### config.mk
export PLATFORM = sky130hd
export DESIGN_NAME = stats_sat_cnt
export DESIGN_NICKNAME = d
export VERILOG_FILES = /design/src/rtl/stats_sat_cnt.sv
export SDC_FILE = /design/constraint.sdc
export NUM_CORES = 1
export LEC_CHECK = 0
export CELL_PAD_IN_SITES_DETAIL_PLACEMENT = 1
export CELL_PAD_IN_SITES_GLOBAL_PLACEMENT = 2
export CORE_MARGIN = 1.5
export CORE_UTILIZATION = 29
export DETAILED_ROUTE_END_ITERATION = 8
export PLACE_DENSITY_LB_ADDON = 0.12
export RECOVER_POWER = 50
export SKIP_LAST_GASP = 1
export SLEW_MARGIN = 20
export SYNTH_ARGS = -nofsm -noshare
export SYNTH_HDL_FRONTEND = slang
export SYNTH_SLANG_ARGS = --single-unit
### constraint.sdc
create_clock -name clk -period 2.6 [get_ports clk]
set_input_delay 0.26 -clock clk [delete_from_list [all_inputs] [get_ports clk]]
set_output_delay 0.26 -clock clk [all_outputs]
set_load 0.005 [all_outputs]
### src/rtl/stats_sat_cnt.sv
// Saturating up-counter: adds inc_amt each cycle and clamps at all-ones instead of wrapping.
module stats_sat_cnt #(
   parameter int W       = 32,
   parameter int MAX_INC = 1
) (
   input  logic                         clk,
   input  logic                         rst,
   input  logic                         clr,
   input  logic [$clog2(MAX_INC+1)-1:0] inc_amt,
   output logic [W-1:0]                 count
);
   localparam int IW = $clog2(MAX_INC + 1);
   // One guard bit above the wider operand so the sum can never overflow before the clamp.
   localparam int SW = ((W > IW) ? W : IW) + 1;
   localparam logic [SW-1:0] MAX_VAL = {{(SW-W){1'b0}}, {W{1'b1}}};

   logic [SW-1:0] sum;

   assign sum = SW'(count) + SW'(inc_amt);

   always_ff @(posedge clk) begin
      if (rst || clr) begin
         count <= '0;
      end else if (sum > MAX_VAL) begin
         count <= '1;
      end else begin
         count <= sum[W-1:0];
      end
   end
endmodule

==> impl_metrics.json, run 1 <==
{
  "status": "finished, final reports clean",
  "yosys-top-cells-area": "dfxtp_1 39%, or4_1 5.0%, a31oi_1 4.9%",
  "p_leak_nw": 0.7763,
  "die_w_um": 78.61,
  "final.setup.tns_ps": 0,
  "holdCritPathClass": "flop to flop",
  "yosys_most_used_dff": "dfxtp_1",
  "p_per_area_nw_per_um2": 418.7,
  "synth-adder-area-share": 0.02264,
  "rows": 27,
  "final_hold_viol_count": 0,
  "regMostFlops": "count",
  "fillers": 646,
  "path_class": "input port to flop",
  "skew_ps": 7.949,
  "timing.critical_path.fanout_max": 6,
  "yosys.area.top_type_share": 0.3864,
  "drt-initial-drc-count": 84,
  "post-dp-hpwl_um": 3724,
  "cts_setup_buffers": 0,
  "grt_pass1_wl_um": 8859,
  "peakVddDrop_uv": 194.6,
  "reg_top3": "count (32)",
  "synth_compound_area_frac": 0.1728,
  "max-cap-violations": 0,
  "tightestPinTransition_ps": 608.3,
  "arrival_ps": 2440,
  "h-tree-depth": 2,
  "cp-start-kind": "input port",
  "synth_fp_nets": 200,
  "grt_pass1_vias": 1785,
  "drc": 0,
  "grt_overflow": 0,
  "wl_per_cell_um": 17.10,
  "yosysTopAreaCell": "dfxtp_1",
  "ys_ff_latch": 32,
  "num_vias": 1690,
  "cts_sinks": 32,
  "cts_resized": 0,
  "async_reset_ff_frac": 0,
  "report.final.slew_viol_count": 0,
  "gp_routability_congestion": 0.7636,
  "cts_tree": "done",
  "largest_reg_flops": 32,
  "timing.final.crit_share": 0.8575,
  "synth_top_family_by_area": "simple AND/OR/NAND/NOR gates",
  "numCtsBuffers": 5,
  "port-buffer-count": 35,
  "firstDrtPassIters": 4,
  "syn_to_final_growth_pct": 31.85,
  "cts.clk_slew.worst_paths_ps": 70,
  "nets": 237,
  "synth_edf_count": 0,
  "worstSetupEndpointType": "flop",
  "synth_cells": 193,
  "hold_ws_ps": 554.2,
  "ys_seq_area_frac": 0.3864,
  "grt_max_degree": 25,
  "synth-xor-area-share": 0.05811,
  "die_h_um": 78.61,
  "core-area_um2": 5507,
  "drive_gt1_frac": 0.09524,
  "seqCellArea_um2": 640.6,
  "wl_um": 5182,
  "clock_path_buffers": 2,
  "antenna_found_initial": 0,
  "ctsHoldBuffers": 0,
  "yosys_warnings": 0,
  "synth-simple-area-share": 0.3208,
  "required_ps": 2810,
  "slew_headroom": 0.5923,
  "dieArea_um2": 6180,
  "rsz0062_at_grt": "no",
  "drt.antenna.violating_nets": 0,
  "io_pins": 36,
  "synth_area_um2": 1658,
  "grt_usage": 0.1805,
  "fmax_ghz": 0.4485,
  "initial_core_util": 0.3011,
  "setup_viol_count_final": 0,
  "insertedDiodeCount": 0,
  "clk_latency_ps": 280,
  "synth_cell_types": 37,
  "period_needed_ps": 2230,
  "synth_mux_area_frac": 0,
  "syn_avg_cell_area_um2": 8.590,
  "cts_root_buf": "clkbuf_8",
  "vias_per_cell": 5.578,
  "multiInputGateArea_um2": 952.2
}
-- worst max-delay path, stage by stage --
cell	delay (ps)
clkdlybuf4s50_1	490
ha_1	190
and4_1	350
or4b_4	530
or4_1	470
a31oi_1	160
-- through the flow --
step | utilization | worst slack, ps | instance area [um2] | power, mW | instances
5_1_grt | 0.3970 | 317.3 | 2186 | 0.9601 | 303
3_3_place_gp | 0.3801 | 143.5 | 2093 | 0.5275 | 295
3_5_place_dp | 0.3801 | 94.54 | 2093 | 0.5284 | 295
2_1_floorplan | - | 631.5 | 1658 | 0.5146 | 193
4_1_cts | 0.3970 | 376.1 | 2186 | 0.9293 | 303
6_report | 0.3970 | 370.5 | 2186 | 0.9152 | 303
-- final cells by class --
| cell class | count | share of cell area |
|---|---|---|
| flip-flops and latches | 32 | 0.2931 |
| well taps | 72 | 0.04121 |
| inverters | 4 | 0.006869 |
| repair buffers | 41 | 0.1809 |
| multi-input cells | 146 | 0.4356 |
| clock buffers | 6 | 0.03778 |
| clock inverters | 2 | 0.004579 |
-- power breakdown --
group          leakage [nW]  internal (mW)  switching [mW]
Clock                0.0510          0.211           0.188
Combinational         0.468         0.0105          0.0140
Sequential            0.258          0.491        0.000845
-- cell usage after synthesis, drive strengths merged, types with 2 or more instances --
cell	instances
and4	8
clkbuf	9
o31ai	6
or2	3
o21ai	3
a211oi	2
buf	2
a31oi	13
nor3	4
nor3b	2
o211ai	2
o311ai	2
nand3	13
nand4	12
and3	4
ha	3
nor2	3
inv	4
xnor2	4
and2	2
or4b	2
dfxtp	32
xor2	7
or4	11
a21oi	16
nand2	14
or3	4
-- placed cells by master, fill, tap and decap left out, types with 6 or more instances in the layout --
| cell | synthesis | final |
|---|---|---|
| nand4_1 | 12 | 12 |
| and4_1 | 8 | 8 |
| nand2_1 | 14 | 14 |
| o31ai_1 | 6 | 6 |
| dlygate4sd3_1 | 0 | 32 |
| nand3_1 | 13 | 13 |
| a31oi_1 | 13 | 13 |
| or4_1 | 11 | 11 |
| clkbuf_8 | 0 | 6 |
| xor2_1 | 7 | 7 |
| buf_4 | 0 | 6 |
| a21oi_1 | 16 | 16 |
| dfxtp_1 | 32 | 32 |
-- path summary, 6_finish.rpt --
kind	startpoint	end	slack (ps)	cells after the start
hold / removal	count[27]	count[27]	550	2
hold reg to reg	count[27]	count[27]	550	2
setup / recovery	inc_amt	count[27]	370	6
setup reg to reg	count[0]	count[27]	490	5
-- cell families after synthesis --
logic type,after synthesis
buf+inv,15
simple gates,86
flops,32
xor+xnor,11
compound gates,46
fa+ha+maj,3
-- routing by layer --
metal | routed length (um) | part of all wire | GRT usage | vias to the layer above
met5 | 0 | 0 | 0 | -
met4 | 70 | 0.014 | 0.05357 | 0
met3 | 125 | 0.024 | 0.03488 | 9
met2 | 2477 | 0.48 | 0.3095 | 31
met1 | 2507 | 0.48 | 0.2273 | 826
li1 | - | - | - | 824
Note: power is estimated with default switching activity, not from simulation.
==> run 2: changes to the inputs <==
--- a/config.mk
+++ b/config.mk
@@ -10,6 +10,7 @@
 export CORE_MARGIN = 1.5
 export CORE_UTILIZATION = 29
 export DETAILED_ROUTE_END_ITERATION = 8
+export GPL_ROUTABILITY_DRIVEN = 0
 export PLACE_DENSITY_LB_ADDON = 0.12
 export RECOVER_POWER = 50
 export SKIP_LAST_GASP = 1
==> results of run 2 <==
No change in the layout: final DEF, timing and power equal those of run 1.
